`src/rtl/mmio_port_responder.sv`:
```
// MMIO responder: 16-byte window with output FIFO, synchronized input port and CTRL/STATUS registers.
// Optional interrupt output is built only when MMIO_IRQ_EN is defined.
module mmio_port_responder #(
  parameter logic [31:0] BASE_ADDR  = 32'h1001_0100,
  parameter int          FIFO_DEPTH = 4,
  parameter int          IN_WIDTH   = 8
) (
  input  logic                clk,
  input  logic                reset,
  input  logic [31:0]         Address,
  input  logic [31:0]         WriteData,
  input  logic                MemWrite,
  input  logic                MemRead,
  output logic [31:0]         ReadData,
  output logic                Hit,
  input  logic [IN_WIDTH-1:0] PortIn,
  output logic [31:0]         PortOut,
  output logic                out_valid,
  input  logic                out_ready
`ifdef MMIO_IRQ_EN
  ,
  output logic                irq
`endif
);

  localparam int PTR_W = $clog2(FIFO_DEPTH);
  localparam int CNT_W = PTR_W + 1;

  logic [PTR_W-1:0]    wr_ptr_q, wr_ptr_d, rd_ptr_q, rd_ptr_d;
  logic [CNT_W-1:0]    count_q, count_d;
  logic [31:0]         last_push_q, last_push_d;
  logic                overflow_q, overflow_d;
  logic                in_changed_q, in_changed_d;
  logic [IN_WIDTH-1:0] sync1_q, sync1_d, sync2_q, sync2_d, prev_q, prev_d;
  logic [31:0]         mem_q [FIFO_DEPTH];

  logic [1:0] offset;
  logic       wr_acc, rd_acc, ctrl_wr, flush;
  logic       full, empty, pop, push_req, push;
  logic       irq_en;
  logic [4:0] count5;
  logic       unused_addr_bits;

  assign unused_addr_bits = ^Address[1:0];

  always_comb begin
    Hit       = (Address[31:4] == BASE_ADDR[31:4]);
    offset    = Address[3:2];
    wr_acc    = Hit & MemWrite;
    // a simultaneous write suppresses read side effects
    rd_acc    = Hit & MemRead & ~MemWrite;
    ctrl_wr   = wr_acc & (offset == 2'd3);
    flush     = ctrl_wr & WriteData[0];
    full      = (count_q == CNT_W'(FIFO_DEPTH));
    empty     = (count_q == '0);
    out_valid = ~empty;
    pop       = out_valid & out_ready;
    push_req  = wr_acc & (offset == 2'd0);
    push      = push_req & (~full | pop);
    count5    = 5'(count_q);
  end

  always_comb begin
    wr_ptr_d     = wr_ptr_q;
    rd_ptr_d     = rd_ptr_q;
    count_d      = count_q;
    last_push_d  = last_push_q;
    overflow_d   = overflow_q;
    in_changed_d = in_changed_q;
    sync1_d      = PortIn;
    sync2_d      = sync1_q;
    prev_d       = sync2_q;

    if (flush) begin
      wr_ptr_d = '0;
      rd_ptr_d = '0;
      count_d  = '0;
    end else begin
      if (push) wr_ptr_d = wr_ptr_q + PTR_W'(1);
      if (pop)  rd_ptr_d = rd_ptr_q + PTR_W'(1);
      if (push && !pop)      count_d = count_q + CNT_W'(1);
      else if (!push && pop) count_d = count_q - CNT_W'(1);
    end

    if (push) last_push_d = WriteData;

    if (push_req && full && !pop)     overflow_d = 1'b1;
    else if (ctrl_wr && WriteData[1]) overflow_d = 1'b0;

    // a fresh change outranks a DATA_IN read in the same cycle
    if (sync2_q != prev_q)                      in_changed_d = 1'b1;
    else if (rd_acc && (offset == 2'd2))        in_changed_d = 1'b0;
  end

  always_ff @(posedge clk or negedge reset) begin
    if (!reset) begin
      wr_ptr_q     <= '0;
      rd_ptr_q     <= '0;
      count_q      <= '0;
      last_push_q  <= '0;
      overflow_q   <= 1'b0;
      in_changed_q <= 1'b0;
      sync1_q      <= '0;
      sync2_q      <= '0;
      prev_q       <= '0;
    end else begin
      wr_ptr_q     <= wr_ptr_d;
      rd_ptr_q     <= rd_ptr_d;
      count_q      <= count_d;
      last_push_q  <= last_push_d;
      overflow_q   <= overflow_d;
      in_changed_q <= in_changed_d;
      sync1_q      <= sync1_d;
      sync2_q      <= sync2_d;
      prev_q       <= prev_d;
    end
  end

  // storage is not reset; occupancy is tracked by count_q alone
  always_ff @(posedge clk) begin
    if (push) mem_q[wr_ptr_q] <= WriteData;
  end

`ifdef MMIO_IRQ_EN
  logic irq_en_q, irq_en_d, irq_q, irq_d;

  always_comb begin
    irq_en_d = ctrl_wr ? WriteData[2] : irq_en_q;
    irq_d    = irq_en_q & (in_changed_q | overflow_q);
  end

  always_ff @(posedge clk or negedge reset) begin
    if (!reset) begin
      irq_en_q <= 1'b0;
      irq_q    <= 1'b0;
    end else begin
      irq_en_q <= irq_en_d;
      irq_q    <= irq_d;
    end
  end

  assign irq_en = irq_en_q;
  assign irq    = irq_q;
`else
  assign irq_en = 1'b0;
`endif

  always_comb begin
    ReadData = '0;
    if (Hit && MemRead) begin
      case (offset)
        2'd0:    ReadData = last_push_q;
        2'd1:    ReadData = {23'b0, count5, overflow_q, in_changed_q, empty, full};
        2'd2:    ReadData = 32'(sync2_q);
        default: ReadData = {29'b0, irq_en, 2'b0};
      endcase
    end
  end

  assign PortOut = out_valid ? mem_q[rd_ptr_q] : 32'h0;

endmodule

```
`config.mk`:
```
export PLATFORM = sky130hd
export DESIGN_NAME = mmio_port_responder
export DESIGN_NICKNAME = d
export VERILOG_FILES = /design/src/rtl/mmio_port_responder.sv
export SDC_FILE = /design/constraint.sdc
export NUM_CORES = 1
export LEC_CHECK = 0
export ABC_AREA = 0
export BUFFER_PORTS_ARGS = -buffer_cell sky130_fd_sc_hd__buf_2
export CORE_ASPECT_RATIO = 1.1
export CORE_MARGIN = 3
export CORE_UTILIZATION = 30
export CTS_CLUSTER_DIAMETER = 80
export DETAILED_ROUTE_END_ITERATION = 10
export SKIP_CTS_REPAIR_TIMING = 1
export SLEW_MARGIN = 20
export SYNTH_ARGS = -nofsm -noshare
export SYNTH_HDL_FRONTEND = slang
export SYNTH_SLANG_ARGS = --single-unit
export TNS_END_PERCENT = 30
```
`constraint.sdc`:
```
create_clock -name clk -period 2.6 [get_ports clk]
set_clock_uncertainty 0.2 [all_clocks]
set_input_delay 0.26 -clock clk [delete_from_list [all_inputs] [get_ports clk]]
set_output_delay 0.26 -clock clk [all_outputs]
set_load 0.01 [all_outputs]
```
==> results.json, run 1 <==
{
  "internal_power_w": 0.00583,
  "synth_enable_flop_cells": 128,
  "io_buffers": 140,
  "end_kind": "output port",
  "ys_ff_latch": 193,
  "fin_nets": 730,
  "gp_congestion": 0.824,
  "seq_area_frac_synth_pct": 69.7,
  "switchingPower_w": 0.00233,
  "p_seq_share_pct": 42.3,
  "routed_wl_mm": 16.8,
  "grtUsageTotal_pct": 12.2,
  "start_util_pct": 30.8,
  "cts_root_buffer": "clkbuf_16",
  "finalMaxSlewViolations": 0,
  "leakage_nw": 4.07,
  "syn_avg_cell_area_um2": 17.6,
  "ys_types": 48,
  "grt_pass1_vias": 4802,
  "yosys_warnings": 0,
  "htreeDepth": 4,
  "clkSlewWorstSetupHoldPaths_ns": 0.08,
  "hp-class": "in -> reg",
  "switching_share_pct": 28.5,
  "netlist_area_um2": 7850,
  "worstPathArrival_ns": 2.00,
  "io_pins": 143,
  "fin_ws_ns": 0.136,
  "cts_inserted_buffers": 17,
  "clockBufferDepth": 2,
  "finalHoldViolCount": 0,
  "hp-start": "Address[2]",
  "syn_nets": 528,
  "use_met3_pct": 3.28,
  "grt_pass1_wl_mm": 26.2,
  "tns_ns": 0,
  "n_antenna_cell": 0,
  "dp_hpwl_mm": 11.0,
  "grt_use_met1_pct": 14.3,
  "drtAntennaViolNets": 0,
  "p_total_w": 0.00816,
  "synthArstFlopShare_pct": 33.7,
  "ir_drop_v": 0.000434,
  "combPwrFrac_pct": 25.6,
  "finalCriticalPeriod_ns": 2.46,
  "timing.final.crit_share_pct": 94.8,
  "clk_latency_ns": 0.42,
  "final_cell_count_no_fill": 1007,
  "die_h_um": 176,
  "drive_above_1_share_pct": 37.8,
  "dr.pass1.iters": 4,
  "use_met2_pct": 22.1,
  "grt_max_degree": 66,
  "fp.dieArea_um2": 28100,
  "grt_overflow": 0,
  "utilization_pct": 39.9,
  "netlist_instances": 446,
  "max_slew_margin_pct": 40.1,
  "crit_fanout": 36,
  "cts_num_sinks": 193,
  "viasPerCell": 4.50,
  "drt_iter0_drc": 200,
  "crit_type": "reg -> out",
  "clkPwrFrac_pct": 32.1,
  "drv_cap": 0,
  "tritoncts": "done",
  "std_cell_rows": 61,
  "status": "finished clean",
  "reg2reg_from": "count_q[0]$_DFFE_PN0P_",
  "grt_antenna_before_repair": 0,
  "core_um2": 25500,
  "post-place-ws_ns": -0.139,
  "dp_cells": 931,
  "crit_path_start_kind": "register",
  "crit_required_ns": 2.14,
  "grt_busiest_layer": "met2",
  "tightest_slew_ns": 0.899,
  "cp-startpoint": "count_q[0]$_DFFE_PN0P_",
  "drc": 0,
  "die_w_um": 160,
  "wl_per_cell_um": 16.7,
  "syn2layout_area_growth_pct": 29.7,
  "rsz0062_at_grt": "false",
  "vias": 4532,
  "ys.flop_type": "edfxtp_1",
  "maxClockFrequency_ghz": 0.406,
  "setup_viol": 0,
  "cellPowerDensity_nw_per_um2": 802
}
[kinds of logic (layout without fill, tap and decap cells)]
kind of cell,count (synthesis),in the layout,synth area share (%)
flops,193,193,69.7
simple gates,121,121,10.1
mux,71,71,14.7
buf+inv,25,240,1.77
compound gates,20,20,1.61
xor+xnor,11,11,1.23
fa+ha+maj,5,5,0.893
[worst max-delay path: stages (launching register included)]
cell and delay [ns]:
dfrtp_2 0.47, or3_4 0.38, buf_12 0.19, mux2i_1 0.17, a22oi_1 0.10, nor2_1 0.13, buf_2 0.14
[registers in the layout, indices dropped and copies added, names as in the netlist]
register / cells
sync1_q: 8
mem_q: 128
wr_ptr_q: 2
prev_q: 8
last_push_q: 32
overflow_q: 1
count_q: 3
rd_ptr_q: 2
prev_d: 8
in_changed_q: 1
[per-layer routing]
layer | up-vias | wire length [µm]
li1 | 2098 | -
met1 | 2306 | 7000
met2 | 118 | 8900
met3 | 10 | 721
met4 | 0 | 165
met5 | - | 0
[Yosys cell counts (2+ instances only)]
master    count  area [µm²]
a21oi_1       8        40.0
a31oi_1       2        12.5
and2_1       61         382
and3_1        3        18.8
buf_2         6        30.0
buf_6         3        33.8
clkbuf_1      9        33.8
dfrtp_1      65        1630
edfxtp_1    128        3840
ha_1          4        50.1
inv_1         4        15.0
mux2_1       31         349
mux2i_1       8        80.1
mux4_2       32         721
nand2_1       2        7.51
nand3_1       3        15.0
nand4_1       3        18.8
nor2_1       21        78.8
nor2b_1       2        12.5
nor3_1        2        10.0
nor3b_1       2        15.0
nor4_1        3        18.8
nor4_2        4        50.1
nor4b_2       4        60.1
o21ai_0       4        20.0
xor2_1       10        87.6
[power by group through the flow]
stage | clock network (W) | registers, W | logic (W)
global placement | 0 | 0.00352 | 0.00201
detailed placement | 0 | 0.00353 | 0.00204
global route | 0.00285 | 0.00346 | 0.00229
CTS | 0.00272 | 0.00346 | 0.00204
floorplan | 0 | 0.00345 | 0.00132
finish | 0.00262 | 0.00345 | 0.00209
[stage by stage]
stage / instance area [µm²] / hold slack, ns
2_1_floorplan: 7850 / -0.236
3_3_place_gp: 9110 / 0.132
3_5_place_dp: 9110 / 0.135
4_1_cts: 9720 / -0.291
5_1_grt: 10200 / 0.0161
6_report: 10200 / 0.0132
[worst paths after layout]
path                                                end  cells after the start  slack [ns]
worst max-delay path                        ReadData[1]                      6        0.14
worst min-delay path             count_q[2]$_DFFE_PN0P_                      4        0.01
worst max register to register   count_q[2]$_DFFE_PN0P_                      8        0.22
worst min register to register      prev_d[4]$_DFF_PN0_                      0        0.15
max in group asynchronous       rd_ptr_q[1]$_DFFE_PN0P_                      2        1.27
min in group asynchronous          sync1_q[2]$_DFF_PN0_                      2        0.29
[placed cells by master (no fill, tap or decap), types with 3 or more instances in the layout]
| cell type | Yosys | layout |
|---|---|---|
| mux2_1 | 31 | 31 |
| clkbuf_16 | 0 | 19 |
| nor4_2 | 4 | 4 |
| inv_1 | 4 | 4 |
| nor4_1 | 3 | 3 |
| and2_2 | 0 | 4 |
| inv_6 | 0 | 4 |
| dfrtp_1 | 65 | 61 |
| a21oi_1 | 8 | 8 |
| and2_1 | 61 | 57 |
| edfxtp_1 | 128 | 128 |
| o21ai_0 | 4 | 4 |
| dlygate4sd3_1 | 0 | 42 |
| dfrtp_2 | 0 | 4 |
| xor2_1 | 10 | 10 |
| buf_2 | 6 | 139 |
| buf_12 | 0 | 8 |
| and3_1 | 3 | 3 |
| buf_4 | 1 | 15 |
| clkinv_4 | 0 | 5 |
| mux4_2 | 32 | 32 |
| mux2i_1 | 8 | 8 |
| nand3_1 | 3 | 3 |
| nor2_1 | 21 | 21 |
| nand4_1 | 3 | 3 |
| nor4b_2 | 4 | 4 |
| ha_1 | 4 | 4 |
[final cells by class]
| type | count | area, µm² |
|---|---|---|
| inverters | 4 | 15.0 |
| repair buffers | 204 | 1390 |
| clock buffers | 19 | 475 |
| multi-input cells | 228 | 2250 |
| flip-flops and latches | 193 | 5480 |
| clock inverters | 13 | 134 |
| fillers | 2405 | 15300 |
| well taps | 346 | 433 |
(Power assumes the default switching activity.)
==> run 2, diff against run 1 <==
Settings changed: CELL_PAD_IN_SITES_DETAIL_PLACEMENT set to 1, CELL_PAD_IN_SITES_GLOBAL_PLACEMENT set to 1, PLACE_DENSITY_LB_ADDON set to 0.1.
==> run 2 against run 1 <==
Net effect:
- hold slack improved by 0.033 ns
- setup slack got worse by 0.0029 ns
- via count barely moved
- critical path type unchanged
- clock power rose by 2%
- count of clock-buffer cells in the layout fell by 2
- die area did not move
- critical endpoint is now PortOut[0]
- first-iteration DRC count rose by 17%
- critical path depth fell by 2
- sequential share of layout area fell by 0.46 points
- core utilization rose by 0.33 points
==> results.json, run 2 (synthesized netlist as in run 1, its figures left out) <==
{
  "finalCriticalPeriod_ns": 2.47,
  "viasPerCell": 4.49,
  "grt_antenna_before_repair": 0,
  "hp-class": "in -> reg",
  "clkSlewWorstSetupHoldPaths_ns": 0.07,
  "finalMaxSlewViolations": 0,
  "r2r-end": "count_q[2]$_DFFE_PN0P_",
  "dr.pass1.iters": 5,
  "syn2layout_area_growth_pct": 30.8,
  "grtUsageTotal_pct": 13.1,
  "end_kind": "output port",
  "switchingPower_w": 0.00232,
  "use_met3_pct": 3.37,
  "die_w_um": 160,
  "drc": 0,
  "io_pins": 143,
  "start_util_pct": 30.8,
  "crit_fanout": 32,
  "clockBufferDepth": 2,
  "cts_num_sinks": 193,
  "htreeDepth": 4,
  "dp_hpwl_mm": 11.9,
  "internal_power_w": 0.00601,
  "rsz0062_at_grt": "false",
  "cellPowerDensity_nw_per_um2": 812,
  "n_antenna_cell": 0,
  "crit_path_start_kind": "register",
  "use_met2_pct": 24.0,
  "timing.final.crit_share_pct": 94.9,
  "cts_inserted_buffers": 17,
  "max_slew_margin_pct": 48.5,
  "utilization_pct": 40.2,
  "cts_root_buffer": "clkbuf_16",
  "hold_ws_ns": 0.0461,
  "leakage_nw": 4.09,
  "setup_viol": 0,
  "largest_reg_flops": 128,
  "clkPwrFrac_pct": 32.1,
  "grt_use_met1_pct": 15.5,
  "drtAntennaViolNets": 0,
  "worstPathArrival_ns": 2.01,
  "crit_type": "reg -> out",
  "clk_latency_ns": 0.41,
  "gp_congestion": 0.717,
  "wl_per_cell_um": 18.5,
  "holdPathEnd": "count_q[2]$_DFFE_PN0P_",
  "drv_cap": 0,
  "regMostFlops": "mem_q",
  "postPlaceCellArea_um2": 9190,
  "fp.dieArea_um2": 28100,
  "top_regs": "mem_q (128), last_push_q (32)",
  "routed_wl_mm": 18.6,
  "vias": 4533,
  "grt_pass1_wl_mm": 28.2,
  "drt_iter0_drc": 234,
  "tightest_slew_ns": 0.773,
  "reg2reg_from": "count_q[2]$_DFFE_PN0P_",
  "hp-start": "Address[2]",
  "reg2reg_slack_ns": 0.28,
  "multi_input_area_um2": 2250,
  "core_um2": 25500,
  "crit_required_ns": 2.14,
  "final_cell_mix": "buf_2, edfxtp_1, dfrtp_1, and2_1, dlygate4sd3_1",
  "seqCellArea_um2": 5470,
  "layout.cells.most_common": "buf_2",
  "combPwrFrac_pct": 27.0,
  "finalHoldViolCount": 0,
  "final_cell_area_um2": 10300,
  "fin_nets": 733,
  "ir_drop_v": 0.000395,
  "grt_max_degree": 57,
  "p_seq_share_pct": 40.9,
  "maxClockFrequency_ghz": 0.405,
  "fillers": 2617,
  "std_cell_rows": 61,
  "switching_share_pct": 27.9,
  "grt_busiest_layer": "met2",
  "io_buffers": 140,
  "status": "finished clean",
  "grt_pass1_vias": 5011,
  "ff2ff_path_depth": 8,
  "whs_path_depth": 4,
  "grt_overflow": 0,
  "tritoncts": "done",
  "die_h_um": 176,
  "drive_above_1_share_pct": 37.6
}
-- run 2: layout make-up --
class	count	share of cell area [%]
multi-input combinational	228	22.0
sequential	193	53.3
clock inverter	14	1.76
timing repair buffer	207	14.4
inverter	4	0.146
clock buffer	17	4.15
tap	346	4.22
-- run 2: metal layers --
| layer | up-vias | wire (µm) |
|---|---|---|
| met3 | 13 | 693 |
| met5 | - | 0 |
| li1 | 2089 | - |
| met2 | 107 | 9730 |
| met4 | 0 | 181 |
| met1 | 2324 | 8020 |
-- run 2: how the worst max path moves through the flow --
stage / start / endpoint / slack (ns) / cells after the start
after detailed placement: Address[6] / count_q[2]$_DFFE_PN0P_ / -0.10 / 11
final: rd_ptr_q[0]$_DFFE_PN0P_ / PortOut[0] / 0.13 / 4
after floorplan: Address[14] / mem_q[2][0]$_DFFE_PP_ / -0.02 / 5
after CTS: count_q[2]$_DFFE_PN0P_ / ReadData[1] / -0.06 / 6
after global routing: rd_ptr_q[0]$_DFFE_PN0P_ / PortOut[0] / 0.008 / 4
after global placement: Address[3] / count_q[2]$_DFFE_PN0P_ / 0.003 / 11
-- run 2: metrics by stage --
stage               worst slack (ns)  total power, W  setup TNS (ns)  instances
global placement             0.00254         0.00564               0        935
detailed placement            -0.103         0.00566          -0.103        935
CTS                          -0.0631         0.00835         -0.0631        966
finish                         0.133         0.00833               0       1009
floorplan                    -0.0166         0.00477           -1.06        446
global route                 0.00795         0.00876               0       1009
-- run 2: critical path, cell delays in order (launching register included) --
cell and delay (ns):
dfrtp_2 0.40, buf_12 0.29, mux4_2 0.54, and2_1 0.20, buf_2 0.15
-- run 2: power groups by stage --
stage	Clock [W]	Sequential (W)	Combinational (W)
3_5_place_dp	0	0.00347	0.00219
5_1_grt	0.00289	0.00341	0.00245
4_1_cts	0.00275	0.00340	0.00219
3_3_place_gp	0	0.00347	0.00218
6_report	0.00268	0.00340	0.00225
2_1_floorplan	0	0.00345	0.00132
==> run 3, diff against run 2 <==
Settings changed: CELL_PAD_IN_SITES_GLOBAL_PLACEMENT 1 to 2.
==> run 3 against run 2 <==
Net effect:
- non-clock buffer count is 1 higher
- via count up 1.5%
- fmax decreased by 0.45%
- count of clock-buffer cells in the layout rose by 1
- sequential cell count unchanged
- wire length down 2.0%
- critical endpoint is now PortOut[2]
- combinational power fell by 4%
- final area fell by 0.51%
- die area unchanged
- register-to-register slack about the same
- setup slack lost 0.011 ns
- clock power fell by 5%
==> results.json, run 3 (synthesized netlist as in run 1, its figures left out) <==
{
  "htreeDepth": 4,
  "crit_path_start_kind": "register",
  "drt_iter0_drc": 307,
  "viasPerCell": 4.55,
  "cellPowerDensity_nw_per_um2": 797,
  "fin_nets": 734,
  "die_w_um": 160,
  "cts_num_sinks": 193,
  "clkSlewWorstSetupHoldPaths_ns": 0.07,
  "crit_buf_inv": 2,
  "grt_max_degree": 37,
  "finalCriticalPeriod_ns": 2.48,
  "vias": 4600,
  "tightest_slew_ns": 0.461,
  "top_regs": "mem_q (128), last_push_q (32)",
  "drtAntennaViolNets": 0,
  "drv_cap": 0,
  "fp.dieArea_um2": 28100,
  "start_util_pct": 30.8,
  "crit_type": "reg -> out",
  "crit_path_cell_trace": "buf_4 > mux4_2 > and2_1 > buf_2",
  "slowest_delay_ns": 0.62,
  "cp_slowest_cell": "dfrtp_2",
  "die_h_um": 176,
  "drive_above_1_share_pct": 38.0,
  "multi_input_area_um2": 2260,
  "rsz0062_at_grt": "false",
  "io_buffers": 140,
  "ir_drop_v": 0.000397,
  "grt_antenna_before_repair": 0,
  "clk_latency_ns": 0.43,
  "hp-class": "in -> reg",
  "crit_required_ns": 2.14,
  "max_slew_margin_pct": 69.1,
  "routed_wl_mm": 18.3,
  "crit_fanout": 13,
  "io_pins": 143,
  "cts_inserted_buffers": 17,
  "dr.pass1.iters": 4,
  "utilization_pct": 40.0,
  "fillers": 2620,
  "dp_hpwl_mm": 12.3,
  "gp_congestion": 0.763,
  "largest_reg_flops": 128,
  "drc": 0,
  "tns_ns": 0,
  "grt_overflow": 0,
  "worstPathArrival_ns": 2.02,
  "final_cell_mix": "buf_2, edfxtp_1, dfrtp_1, and2_1, dlygate4sd3_1",
  "core_um2": 25500,
  "std_cell_rows": 61,
  "status": "finished clean",
  "grtUsageTotal_pct": 13.2,
  "seqCellArea_um2": 5470,
  "grt_pass1_wl_mm": 28.2,
  "finalHoldViolCount": 0,
  "layout.cells.most_common": "buf_2",
  "regMostFlops": "mem_q",
  "grt_pass1_vias": 4906,
  "syn2layout_area_growth_pct": 30.1,
  "maxClockFrequency_ghz": 0.403,
  "timing.final.crit_share_pct": 95.3,
  "critical_path.top_delay_family": "flip-flops",
  "finalMaxSlewViolations": 0,
  "leakage_nw": 4.07,
  "clockBufferDepth": 2,
  "wl_per_cell_um": 18.0,
  "cts_root_buffer": "clkbuf_16",
  "end_kind": "output port",
  "setup_viol": 0,
  "tritoncts": "done"
}
## run 3: cell count changes in the layout (fill, tap and decap cells not counted), sizes merged
cell      previous run  this run
bufinv               3         0
diode                0         1
clkinvlp             2         1
buf                164       166
inv                  9        12
clkinv               4         5
## run 3: per-stage QoR
step	cell area [µm²]	worst slack, ns	std cells	power [W]	hold slack (ns)
2_1_floorplan	7850	-0.0166	446	0.00477	-0.236
3_3_place_gp	9180	0.00341	937	0.00563	0.0466
3_5_place_dp	9180	-0.0808	937	0.00566	0.0531
4_1_cts	9760	-0.114	969	0.00824	-0.430
5_1_grt	10200	0.0108	1011	0.00859	0.0144
6_report	10200	0.121	1012	0.00813	0.0105
## run 3: worst paths after layout
| kind | depth (start not counted) | end | startpoint | slack, ns |
|---|---|---|---|---|
| min in group asynchronous | 2 | sync1_q[7]$_DFF_PN0_ | reset | 0.11 |
| worst max register to register | 8 | count_q[2]$_DFFE_PN0P_ | count_q[0]$_DFFE_PN0P_ | 0.27 |
| worst min-delay path | 4 | count_q[2]$_DFFE_PN0P_ | Address[2] | 0.01 |
| worst min register to register | 0 | prev_d[6]$_DFF_PN0_ | sync1_q[6]$_DFF_PN0_ | 0.15 |
| max in group asynchronous | 3 | last_push_q[18]$_DFFE_PN0P_ | reset | 1.44 |
| worst max-delay path | 4 | PortOut[2] | rd_ptr_q[1]$_DFFE_PN0P_ | 0.12 |
## run 3: worst reg2reg max path, stage by stage (launching register included)
cell and delay, ns:
dfrtp_2 0.48, or3_4 0.38, nand2_4 0.10, nand2_1 0.07
fa_1 0.41, nor2b_1 0.17, nor3b_1 0.21, a21oi_1 0.10
a31oi_1 0.13
## run 3: report_power, final
part | total, W | switching [W] | internal, W
combinational | 0.00215 | 0.00105 | 0.00110
clock | 0.00254 | 0.00124 | 0.00130
sequential | 0.00344 | 0.000103 | 0.00334
## run 3: final cells by class
class	count	share of cell area [%]
flip-flops and latches	193	53.6
multi-input cells	228	22.1
repair buffers	208	14.2
clock buffers	18	4.30
well taps	346	4.24
clock inverters	14	1.35
inverters	4	0.147
diodes	1	0.0245
## run 3: metal layers
metal | vias to the layer above | global-route usage (%) | part of all wire, %
met5 | - | 0 | 0
met4 | 0 | 4.09 | 1.2
met3 | 19 | 3.14 | 3.9
met2 | 117 | 23.2 | 52
met1 | 2364 | 16.0 | 43
li1 | 2100 | - | -
